$ cat src/rtl/spi_pkg.sv
// Shared types and widths for the SPI counter slave: word FSM states and field sizes.
package spi_pkg;

    typedef enum logic {
        RX_HIGH,
        RX_LOW
    } rx_state_e;

    localparam int SPI_BYTE_W = 8;
    localparam int CNT_W      = 14;
    localparam int HI_BITS    = 6;

endpackage

$ cat src/rtl/spi_slave_byte_rx.sv
// SPI mode-0 byte receiver: synchronizes the pins, detects SCLK/SS edges and
// shifts MOSI into bytes, flagging completed bytes and aborted partial bytes.
module spi_slave_byte_rx
    import spi_pkg::*;
(
    input  logic                  clk,
    input  logic                  reset,
    input  logic                  sclk,
    input  logic                  mosi,
    input  logic                  ss,
    output logic [SPI_BYTE_W-1:0] rx_byte,
    output logic                  byte_done,
    output logic                  partial_abort,
    output logic                  sclk_rise,
    output logic                  sclk_fall,
    output logic                  ss_fall,
    output logic                  ss_active,
    output logic [2:0]            bit_cnt
);

    logic [1:0] sclk_sync;
    logic [1:0] mosi_sync;
    logic [1:0] ss_sync;
    logic       sclk_prev;
    logic       ss_prev;
    logic       ss_rise;

    // SS synchronizer resets to the idle (deselected) level so reset never fakes an edge.
    always_ff @(posedge clk) begin
        if (reset) begin
            sclk_sync <= 2'b00;
            mosi_sync <= 2'b00;
            ss_sync   <= 2'b11;
            sclk_prev <= 1'b0;
            ss_prev   <= 1'b1;
        end else begin
            sclk_sync <= {sclk_sync[0], sclk};
            mosi_sync <= {mosi_sync[0], mosi};
            ss_sync   <= {ss_sync[0], ss};
            sclk_prev <= sclk_sync[1];
            ss_prev   <= ss_sync[1];
        end
    end

    assign sclk_rise = sclk_sync[1] & ~sclk_prev;
    assign sclk_fall = ~sclk_sync[1] & sclk_prev;
    assign ss_rise   = ss_sync[1] & ~ss_prev;
    assign ss_fall   = ~ss_sync[1] & ss_prev;
    assign ss_active = ~ss_sync[1];

    always_ff @(posedge clk) begin
        if (reset) begin
            rx_byte       <= '0;
            bit_cnt       <= 3'd0;
            byte_done     <= 1'b0;
            partial_abort <= 1'b0;
        end else begin
            byte_done     <= 1'b0;
            partial_abort <= ss_rise && (bit_cnt != 3'd0);
            if (ss_sync[1]) begin
                bit_cnt <= 3'd0;
            end else if (sclk_rise) begin
                rx_byte   <= {rx_byte[SPI_BYTE_W-2:0], mosi_sync[1]};
                bit_cnt   <= bit_cnt + 3'd1;
                byte_done <= (bit_cnt == 3'd7);
            end
        end
    end

endmodule

$ cat src/rtl/spi_counter_slave.sv
// Receives a 14-bit counter as two SPI bytes (high first) and presents it with a valid strobe.
// Optional MISO echo of the previous byte is enabled by defining SPI_SLAVE_MISO_ECHO_EN.
module spi_counter_slave
    import spi_pkg::*;
#(
    parameter int TIMEOUT_CLKS = 200_000
)
(
    input  logic             clk,
    input  logic             reset,
    input  logic             sclk,
    input  logic             mosi,
    input  logic             ss,
    output logic             miso,
    output logic [CNT_W-1:0] o_counter,
    output logic             o_valid,
    output logic             o_frame_err
);

    localparam int TO_W = $clog2(TIMEOUT_CLKS + 1);

    logic [SPI_BYTE_W-1:0] rx_byte;
    logic                  byte_done;
    logic                  partial_abort;
    logic                  sclk_rise;
    logic                  sclk_fall;
    logic                  ss_fall;
    logic                  ss_active;
    logic [2:0]            bit_cnt;

    rx_state_e             state;
    rx_state_e             next_state;
    logic [HI_BITS-1:0]    hi6;
    logic [TO_W-1:0]       timeout_cnt;
    logic                  timeout_hit;
    logic                  load_hi;
    logic                  load_counter;
    logic                  valid_next;
    logic                  err_next;

    spi_slave_byte_rx u_byte_rx (
        .clk           (clk),
        .reset         (reset),
        .sclk          (sclk),
        .mosi          (mosi),
        .ss            (ss),
        .rx_byte       (rx_byte),
        .byte_done     (byte_done),
        .partial_abort (partial_abort),
        .sclk_rise     (sclk_rise),
        .sclk_fall     (sclk_fall),
        .ss_fall       (ss_fall),
        .ss_active     (ss_active),
        .bit_cnt       (bit_cnt)
    );

    assign timeout_hit = (state == RX_LOW) && (timeout_cnt == TO_W'(TIMEOUT_CLKS - 1));

    always_ff @(posedge clk) begin
        if (reset || state != RX_LOW || sclk_rise) begin
            timeout_cnt <= '0;
        end else begin
            timeout_cnt <= timeout_cnt + TO_W'(1);
        end
    end

    // A completed byte takes priority over a timeout landing in the same cycle.
    always_comb begin
        next_state   = state;
        load_hi      = 1'b0;
        load_counter = 1'b0;
        valid_next   = 1'b0;
        err_next     = partial_abort;
        case (state)
            RX_HIGH: begin
                if (byte_done) begin
                    if (rx_byte[SPI_BYTE_W-1:HI_BITS] == '0) begin
                        load_hi    = 1'b1;
                        next_state = RX_LOW;
                    end else begin
                        err_next = 1'b1;
                    end
                end
            end
            RX_LOW: begin
                if (byte_done) begin
                    load_counter = 1'b1;
                    valid_next   = 1'b1;
                    next_state   = RX_HIGH;
                end else if (timeout_hit) begin
                    err_next   = 1'b1;
                    next_state = RX_HIGH;
                end
            end
            default: next_state = RX_HIGH;
        endcase
        if (valid_next) begin
            err_next = 1'b0;
        end
    end

    always_ff @(posedge clk) begin
        if (reset) begin
            state       <= RX_HIGH;
            hi6         <= '0;
            o_counter   <= '0;
            o_valid     <= 1'b0;
            o_frame_err <= 1'b0;
        end else begin
            state       <= next_state;
            o_valid     <= valid_next;
            o_frame_err <= err_next;
            if (load_hi) begin
                hi6 <= rx_byte[HI_BITS-1:0];
            end
            if (load_counter) begin
                o_counter <= {hi6, rx_byte};
            end
        end
    end

`ifdef SPI_SLAVE_MISO_ECHO_EN
    logic [SPI_BYTE_W-1:0] echo_byte;
    logic [SPI_BYTE_W-1:0] tx_shift;

    // A falling edge with the bit counter at zero ends a byte, so the fresh echo byte is presented.
    always_ff @(posedge clk) begin
        if (reset) begin
            echo_byte <= '0;
            tx_shift  <= '0;
        end else begin
            if (byte_done) begin
                echo_byte <= rx_byte;
            end
            if (ss_fall) begin
                tx_shift <= echo_byte;
            end else if (sclk_fall && ss_active) begin
                if (bit_cnt == 3'd0) begin
                    tx_shift <= echo_byte;
                end else begin
                    tx_shift <= {tx_shift[SPI_BYTE_W-2:0], 1'b0};
                end
            end
        end
    end

    assign miso = ss_active & tx_shift[SPI_BYTE_W-1];
`else
    logic unused_echo;

    assign unused_echo = ^{sclk_fall, ss_fall, ss_active, bit_cnt};
    assign miso        = 1'b0;
`endif

endmodule
$ cat config.mk
export PLATFORM = sky130hd
export DESIGN_NAME = spi_counter_slave
export DESIGN_NICKNAME = d
export VERILOG_FILES = /design/src/rtl/spi_pkg.sv /design/src/rtl/spi_slave_byte_rx.sv /design/src/rtl/spi_counter_slave.sv
export SDC_FILE = /design/constraint.sdc
export NUM_CORES = 1
export LEC_CHECK = 0
export BUFFER_PORTS_ARGS = -buffer_cell sky130_fd_sc_hd__buf_2
export CAP_MARGIN = 20
export CORE_ASPECT_RATIO = 0.9
export CORE_MARGIN = 5
export CORE_UTILIZATION = 35
export DETAILED_ROUTE_END_ITERATION = 10
export MAX_ROUTING_LAYER = met4
export PLACE_DENSITY_LB_ADDON = 0.25
export SYNTH_ARGS = -nofsm -noshare
export SYNTH_HDL_FRONTEND = slang
export SYNTH_SLANG_ARGS = --single-unit
$ cat constraint.sdc
create_clock -name clk -period 4.2 [get_ports clk]
set_input_delay 0.84 -clock clk [delete_from_list [all_inputs] [get_ports clk]]
set_output_delay 0.84 -clock clk [all_outputs]
set_load 0.1 [all_outputs]
==> flow_summary.ini, run 1 <==
[power_and_ir_drop]
p_leak_nw = 0.974
design_power_total_mw = 1.21
p_per_area_mw_per_mm2 = 440
vdd_drop_max_v = 0.000192

[hold_path]
hold_path.class = register to register

[clock_tree]
cts_tree = done
root_buffer = clkbuf_8
numCtsBuffers = 9
cts_num_sinks = 62
cts_hold_buf = 0
post_cts_resized = 0
clkTransAtPathRegs_ns = 0.07
clock_path_buffers = 2
htree_levels = 3
postCtsSetupBuffers = 0
clkLatencyLatePin_ns = 0.34

[routing]
drtAntennaViolNets = 0
wl_per_cell_um = 11.0
avgViaCountPerCell = 4.47
drt_iter0_drc = 98
dr_total_vias = 1657
post-route-drc-count = 0
drtPass1Iterations = 4
drt_wl_total_um = 4090

[sta]
final.setup_skew_ns = 0.00576
rsz0062_at_grt = no
max-slew-margin-rel_pct = 40.1
period_share_pct = 49.3
tns_ns = 0
fin_crit_ns = 2.07
fmax_ghz = 0.483
report.final.slew_viol_count = 0
tightestPinTransition_ns = 0.896
setup_viol = 0
finalHoldViolations = 0
worst_slack_ns = 2.13

[worst_setup_path]
cp-start-kind = register
crit_end = u_byte_rx.rx_byte[4]
worst_ep_required_time_ns = 4.41
crit_path_end_kind = register
arrival_ns = 2.28
crit_type = register to register
crit-reg2reg-launch = u_byte_rx.sclk_sync[1]
reg2reg_slack_ns = 2.13
startpoint = u_byte_rx.sclk_sync[1]
path_max_fanout = 9
ff2ff_path_depth = 4
r2r-end = u_byte_rx.rx_byte[4]

[place]
io_buffer_count = 20
hpwl_um = 2720
routabilityCongestion = 0.723
preCtsSetupSlack_ns = 1.86
dpl.cell_count = 355

[synth]
synth_edf_count = 0
synth_most_common_cell = dfxtp_1
synthTopCellsByArea = dfxtp_1 53%, mux2i_1 6.8%, nand2_1 5.9%, nor2_1 5.8%, a21oi_1 3.6%
syn_nets = 266
dominantRegCellSynth = dfxtp_1
syn_area_per_cell_sq_um = 9.14
syn_inst = 257
synth_cell_type_count = 35
synth_warnings = 0
netlist_area_sq_mm = 0.00235
ys_ff_latch = 62
synth_top_area_share_pct = 52.8
synthTopCellsByCount = 62 x dfxtp_1, 37 x nand2_1, 36 x nor2_1
ys_seq_area_share_pct = 52.8
yosys.area.top_type = dfxtp_1
synthArstFlopShare_pct = 0

[layout]
syn_to_final_growth_pct = 16.8
post-route-util_pct = 41.9
fin_nets = 285
drive_above_1_share_pct = 16.0
layout.cells.non_filler = 371
num_antenna_cells = 0

[floorplanning]
die_y_um = 87.7
placeableCoreArea_sq_mm = 0.00655
rows = 28
io_pins = 22
die_area_sq_mm = 0.00845
die_w_um = 96.4
start_util_pct = 35.9

[grt]
antenna_found_initial = 0
grt_start_max_net_pins = 41
grt_pass1_wl_um = 6980
track_usage_pct = 11.3
grt_pass1_vias = 1524
overflow = 0

[status]
status = finished clean

[job]
drv_cap = 0
-- registers in the layout, indices dropped and copies added (netlist names) --
name                     count
u_byte_rx.sclk_sync          2
state                        1
timeout_cnt                 18
u_byte_rx.bit_cnt            3
u_byte_rx.mosi_sync          2
o_counter                   14
u_byte_rx.sclk_prev          1
o_valid                      1
u_byte_rx.byte_done          1
hi6                          6
u_byte_rx.ss_sync            2
u_byte_rx.rx_byte            8
o_frame_err                  1
u_byte_rx.partial_abort      1
u_byte_rx.ss_prev            1
-- per-layer routing --
metal | track usage, % | up-vias | share of wire, %
met3 | 3.78 | 12 | 4.9
met1 | 15.0 | 735 | 51
li1 | - | 882 | -
met5 | - | - | 0
met4 | 8.03 | 0 | 3.3
met2 | 14.2 | 28 | 40
-- critical path, cell delays in order, from the launching register on --
cell and delay (ns):
dfxtp_1 0.32, nor2b_1 0.51, nor2b_1 0.79, mux2i_1 0.27, nor2_1 0.05
-- placed cells by master (no fill, tap or decap), types with 2 or more instances in the layout --
cell type and instances:
nor4b_1 2, xnor2_1 9, dfxtp_1 62, mux2i_1 16, a21oi_1 17, nor3_1 5
nor4_1 4, xor2_1 4, nand2_1 37, ha_1 4, nor2b_1 8, inv_1 8
nor2_1 36, or3_1 3, nand3_1 8, o21ai_0 2, clkbuf_8 11, and2_1 2
buf_2 20, bufinv_16 2, and3_1 2, or2_2 3
-- power breakdown --
group          total [mW]  switching [mW]  leakage [nW]  internal, mW
combinational      0.0167          0.0121         0.358       0.00463
sequential          0.592        0.000867         0.501         0.591
clock               0.599           0.233         0.116         0.366
total                1.21           0.246         0.974         0.962
-- stage by stage --
step	cell area (sq um)	hold slack, ns
floorplan	2350	0.376
global placement	2510	0.388
detailed placement	2510	0.388
CTS	2750	0.395
global route	2750	0.412
finish	2750	0.394
-- worst min-delay path by stage --
| stage | start | to | slack, ns | depth (start not counted) |
|---|---|---|---|---|
| after detailed placement | u_byte_rx.ss_prev | u_byte_rx.partial_abort | 0.39 | 1 |
| after global placement | u_byte_rx.ss_prev | u_byte_rx.partial_abort | 0.39 | 1 |
| after CTS | u_byte_rx.ss_prev | u_byte_rx.partial_abort | 0.39 | 1 |
| after floorplan | u_byte_rx.ss_prev | u_byte_rx.partial_abort | 0.38 | 1 |
| final | u_byte_rx.ss_prev | u_byte_rx.partial_abort | 0.39 | 1 |
| after global routing | u_byte_rx.ss_prev | u_byte_rx.partial_abort | 0.41 | 1 |
-- layout make-up --
class,instances,area [sq um]
flip-flops and latches,62,1240
clock buffers,11,151
clock inverters,5,81.3
fillers,656,3810
inverters,8,30.0
multi-input cells,175,1030
repair buffers,20,100
well taps,90,113
-- logic make-up after synthesis --
logic type | Yosys count | share of synthesized area, %
AO/OA/AOI/OAI | 22 | 5.17
multiplexers | 16 | 6.82
buffers and inverters | 20 | 3.41
other | 1 | 0.160
XOR/XNOR | 13 | 4.85
adder cells (fa/ha/maj) | 4 | 2.13
flip-flops | 62 | 52.8
AND/OR/NAND/NOR | 119 | 24.7
Power figures use the tool's default switching activity.
==> run 2: changes to the inputs <==
--- a/config.mk
+++ b/config.mk
@@ -5,6 +5,7 @@
 export SDC_FILE = /design/constraint.sdc
 export NUM_CORES = 1
 export LEC_CHECK = 0
+export ABC_AREA = 1
 export BUFFER_PORTS_ARGS = -buffer_cell sky130_fd_sc_hd__buf_2
 export CAP_MARGIN = 20
 export CORE_ASPECT_RATIO = 0.9
==> constraint.sdc (replaced) <==
create_clock -name clk -period 2 [get_ports clk]
set_input_delay 0.4 -clock clk [delete_from_list [all_inputs] [get_ports clk]]
set_output_delay 0.4 -clock clk [all_outputs]
set_load 0.1 [all_outputs]
==> flow_summary.ini, run 2 <==
[worst_setup_path]
crit_type = register to output pin
timing.critical_path.slowest_stage_cell = buf_2
cp-start-kind = register
crit_family = buffers and inverters
worst_ep_required_time_ns = 1.60
crit_buf_inv = 1
reg2reg_slack_ns = 0.57
path_max_fanout = 2
crit-reg2reg-launch = u_byte_rx.sclk_sync[1]
r2r-end = u_byte_rx.rx_byte[2]
slowest_delay_ns = 0.44
arrival_ns = 1.13
crit_path_end_kind = output pin
ff2ff_path_depth = 5
crit_chain = buf_2

[floorplanning]
start_util_pct = 36.1
io_pins = 22
die_w_um = 97.1
placeableCoreArea_sq_mm = 0.00662
die_area_sq_mm = 0.00857
rows = 28
die_y_um = 88.4

[synth]
synth_most_common_cell = dfxtp_1
synthArstFlopShare_pct = 0
netlist_area_sq_mm = 0.00239
synth_edf_count = 0
syn_area_per_cell_sq_um = 7.93
synthTopCellsByCount = 62 x dfxtp_1, 43 x nand2_1, 39 x inv_1
synth_cell_type_count = 29
synthTopCellsByArea = dfxtp_1 52%, nand2_1 6.8%, inv_1 6.1%, o21ai_0 6.1%, nor2_1 5.7%
yosys.area.top_type = dfxtp_1
ys_ff_latch = 62
ys_seq_area_share_pct = 52.0
dominantRegCellSynth = dfxtp_1
syn_nets = 310
synth_top_area_share_pct = 52.0
syn_inst = 301
synth_warnings = 0

[clock_tree]
postCtsSetupBuffers = 0
clkTransAtPathRegs_ns = 0.07
clkLatencyLatePin_ns = 0.33
cts_tree = done
cts_hold_buf = 0
cts_num_sinks = 62
root_buffer = clkbuf_8
clock_path_buffers = 2
htree_levels = 3
post_cts_resized = 0
numCtsBuffers = 9

[routing]
drt_iter0_drc = 53
wl_per_cell_um = 10.9
met2_wirelength_um = 1920
avgViaCountPerCell = 4.48
met1_length_um = 2360
drtAntennaViolNets = 0
drt_wl_total_um = 4570
route.met3.wl_um = 210
dr_total_vias = 1887
highest_layer = met4
post-route-drc-count = 0
drtPass1Iterations = 4

[place]
routabilityCongestion = 0.823
io_buffer_count = 20
dpl.cell_count = 405
placed_area_sq_mm = 0.00257
hpwl_um = 3310

[sta]
rsz0062_at_grt = no
finalHoldViolations = 0
fmax_ghz = 0.655
report.final.slew_viol_count = 0
period_share_pct = 76.4
setup_viol = 0
final.setup_skew_ns = 0.00495
fin_crit_ns = 1.53
tns_ns = 0

[grt]
grt_pass1_vias = 1771
track_usage_pct = 12.1
overflow = 0
grt_start_max_net_pins = 17
antenna_found_initial = 0
grt_pass1_wl_um = 7950

[layout]
fin_nets = 335
layout.cells.non_filler = 421
syn_to_final_growth_pct = 17.5
fill_cells = 679
ff_latch_area_sq_mm = 0.00124
layout_common_cells = 62 x dfxtp_1, 43 x nand2_1, 39 x inv_1, 36 x nor2_1, 29 x o21ai_0
mostFrequentLayoutCell = dfxtp_1
drive_above_1_share_pct = 15.1
stdcell_area_sq_mm = 0.00281
largest_register_ffs = 18
multi_input_area_sq_um = 937
num_antenna_cells = 0
post-route-util_pct = 42.4
largestRegisters = timeout_cnt (18), o_counter (14), u_byte_rx.rx_byte (8)
top_register = timeout_cnt

[status]
status = finished clean

[hold_path]
hold_path.class = input port to register
hold_path_end = u_byte_rx.ss_sync[0]
hold-path-cell-count = 2
hold_start = ss

[power_and_ir_drop]
vdd_drop_max_v = 0.000462
p_leak_nw = 1.11
p_per_area_mw_per_mm2 = 912

[job]
drv_cap = 0
run 2: worst max-delay path by stage:
stage | start | endpoint | slack, ns | cells past startpoint
floorplan | o_counter[0] | o_counter[0] | 0.68 | 0
global placement | u_byte_rx.sclk_sync[1] | u_byte_rx.rx_byte[1] | 0.58 | 5
detailed placement | reset | timeout_cnt[4] | 0.53 | 5
CTS | o_counter[6] | o_counter[6] | 0.45 | 1
global route | u_byte_rx.sclk_sync[1] | u_byte_rx.rx_byte[7] | 0.37 | 5
finish | o_counter[6] | o_counter[6] | 0.47 | 1
run 2: through the flow:
stage	hold WS (ns)	power (mW)	setup slack, ns
floorplan	0.373	1.31	0.675
global placement	0.384	1.32	0.583
detailed placement	0.393	1.32	0.528
CTS	0.229	2.60	0.449
global route	0.259	2.65	0.371
finish	0.251	2.56	0.473
run 2: layout make-up:
cell class / instances / area share, %
Timing Repair Buffer: 23 / 4.37
Clock buffer: 13 / 6.02
Clock inverter: 3 / 2.32
Tap cell: 90 / 4.01
Sequential cell: 62 / 44.2
Inverter: 42 / 5.62
Multi-Input combinational cell: 188 / 33.4
run 2: cell families after synthesis:
kind of cell | count (synthesis) | synth area share [%]
other | 1 | 0.157
adders and majority gates | 4 | 2.10
DFF | 62 | 52.0
and+or+nand+nor | 118 | 22.0
xor gates and xnor gates | 5 | 1.83
AOI/OAI and AO/OA | 60 | 13.2
buffers and inverters | 51 | 8.75
run 2: where the power goes:
part / switching [mW] / leakage [nW] / total (mW) / internal [mW]
clock: 0.464 / 0.120 / 1.27 / 0.803
combinational: 0.0334 / 0.486 / 0.0458 / 0.0125
sequential: 0.00251 / 0.501 / 1.25 / 1.24
total: 0.500 / 1.11 / 2.56 / 2.06
run 2: per-layer routing:
| metal | vias to the layer above | global-route usage (%) |
|---|---|---|
| li1 | 1019 | - |
| met1 | 834 | 15.1 |
| met2 | 27 | 16.9 |
| met3 | 7 | 4.49 |
| met4 | 0 | 6.76 |
| met5 | - | - |
==> run 3: changes to the inputs <==
==> constraint.sdc (replaced) <==
create_clock -name clk -period 1.3 [get_ports clk]
set_input_delay 0.26 -clock clk [delete_from_list [all_inputs] [get_ports clk]]
set_output_delay 0.26 -clock clk [all_outputs]
set_load 0.1 [all_outputs]
==> flow_summary.ini, run 3 (same netlist as run 2, synthesis figures left out) <==
[clock_tree]
htree_levels = 3
cts_hold_buf = 0
clkTransAtPathRegs_ns = 0.06
root_buffer = clkbuf_8
cts_tree = done
clkLatencyLatePin_ns = 0.33
numCtsBuffers = 9
cts_num_sinks = 62
clock_path_buffers = 2

[worst_setup_path]
arrival_ns = 1.43
path_max_fanout = 5
crit_type = register to register
worst_ep_required_time_ns = 1.53
slowest_delay_ns = 0.43
timing.critical_path.slowest_stage_cell = dfxtp_1
crit_path_end_kind = register
critical_path.most_common_cell = nor2_1
crit_chain = nand3_2 -> nor2_4 -> nand4_1 -> nor2_1 -> nor2_1
cp-start-kind = register
ff2ff_path_depth = 5

[sta]
fmax_ghz = 0.835
setup_viol = 0
finalHoldViolations = 0
worst_slack_ns = 0.102
report.final.slew_viol_count = 0
final.setup_skew_ns = 0.00827
period_share_pct = 92.2
tns_ns = 0
hold_ws_ns = 0.122
fin_crit_ns = 1.20

[layout]
drive_above_1_share_pct = 21.1
layout_common_cells = 60 x dfxtp_1, 41 x nand2_1, 39 x inv_1, 33 x nor2_1, 28 x o21ai_0
largest_register_ffs = 18
largestRegisters = timeout_cnt (18), o_counter (14), u_byte_rx.rx_byte (8)
num_antenna_cells = 0
stdcell_area_sq_mm = 0.00316
mostFrequentLayoutCell = dfxtp_1
post-route-util_pct = 47.7
layout.cells.non_filler = 432
fin_nets = 346
top_register = timeout_cnt
fill_cells = 644
syn_to_final_growth_pct = 32.3

[routing]
dr_total_vias = 1954
post-route-drc-count = 0
avgViaCountPerCell = 4.52
wl_per_cell_um = 11.3
drtAntennaViolNets = 0
drtPass1Iterations = 5
drt_wl_total_um = 4900
drt_iter0_drc = 57

[place]
dpl.cell_count = 415
io_buffer_count = 20
routabilityCongestion = 0.939
hpwl_um = 3580
placed_area_sq_mm = 0.00288
preCtsSetupSlack_ns = -0.0684

[floorplanning]
start_util_pct = 36.1
die_y_um = 88.4
rows = 28
die_area_sq_mm = 0.00857
io_pins = 22
die_w_um = 97.1
placeableCoreArea_sq_mm = 0.00662

[grt]
grt_pass1_vias = 1867
overflow = 0
antenna_found_initial = 0
grt_start_max_net_pins = 22
track_usage_pct = 12.7
grt_pass1_wl_um = 8420

[hold_path]
hold_path.class = input port to register
hold-path-cell-count = 2

[status]
status = finished clean

[job]
drv_cap = 0

[power_and_ir_drop]
vdd_drop_max_v = 0.000708
design_power_total_mw = 3.68
p_leak_nw = 1.20
p_per_area_mw_per_mm2 = 1160
## run 3: final timing paths
path | startpoint | endpoint | slack (ns)
max | timeout_cnt[2] | timeout_cnt[17] | 0.10
min | ss | u_byte_rx.ss_sync[0] | 0.12
max reg2reg | timeout_cnt[2] | timeout_cnt[17] | 0.10
min reg2reg | u_byte_rx.ss_prev | u_byte_rx.partial_abort | 0.39
## run 3: where the power goes
| group | total (mW) | switching (mW) | leakage (nW) | internal, mW |
|---|---|---|---|---|
| clock network | 1.67 | 0.694 | 0.106 | 0.980 |
| logic | 0.0829 | 0.0551 | 0.593 | 0.0278 |
| registers | 1.92 | 0.00422 | 0.502 | 1.91 |
## run 3: layout make-up
class                           count  area, sq um  area share, %
Multi-Input combinational cell    188         1000           31.6
Inverter                           42          158           4.99
Clock inverter                      4         45.0           1.43
Sequential cell                    62         1240           39.4
Clock buffer                       12          155           4.91
Timing Repair Buffer               34          445           14.1
Tap cell                           90          113           3.56
## run 3: worst max-delay path: cells and delay by family, from the launching register on
kind / cells / cell delay, ns
simple gates: 5 / 0.66
flops: 1 / 0.43
## run 3: repair_timing
item,4_1_cts,5_1_grt
pin swaps,0,1
gates resized for setup,4,14
cloned,0,0
buffers inserted,0,1
endpoints found under the setup margin,11,18
## run 3: metal layers
layer  vias up  part of all wire [%]  global-route usage (%)  routed length [um]
met3         5                   4.9                    4.73                 240
met1       886                    49                    15.9                2420
met5         -                     0                       -                   0
li1       1031                     -                       -                   -
met2        32                    45                    18.6                2180
met4         0                   1.0                    5.36                  49
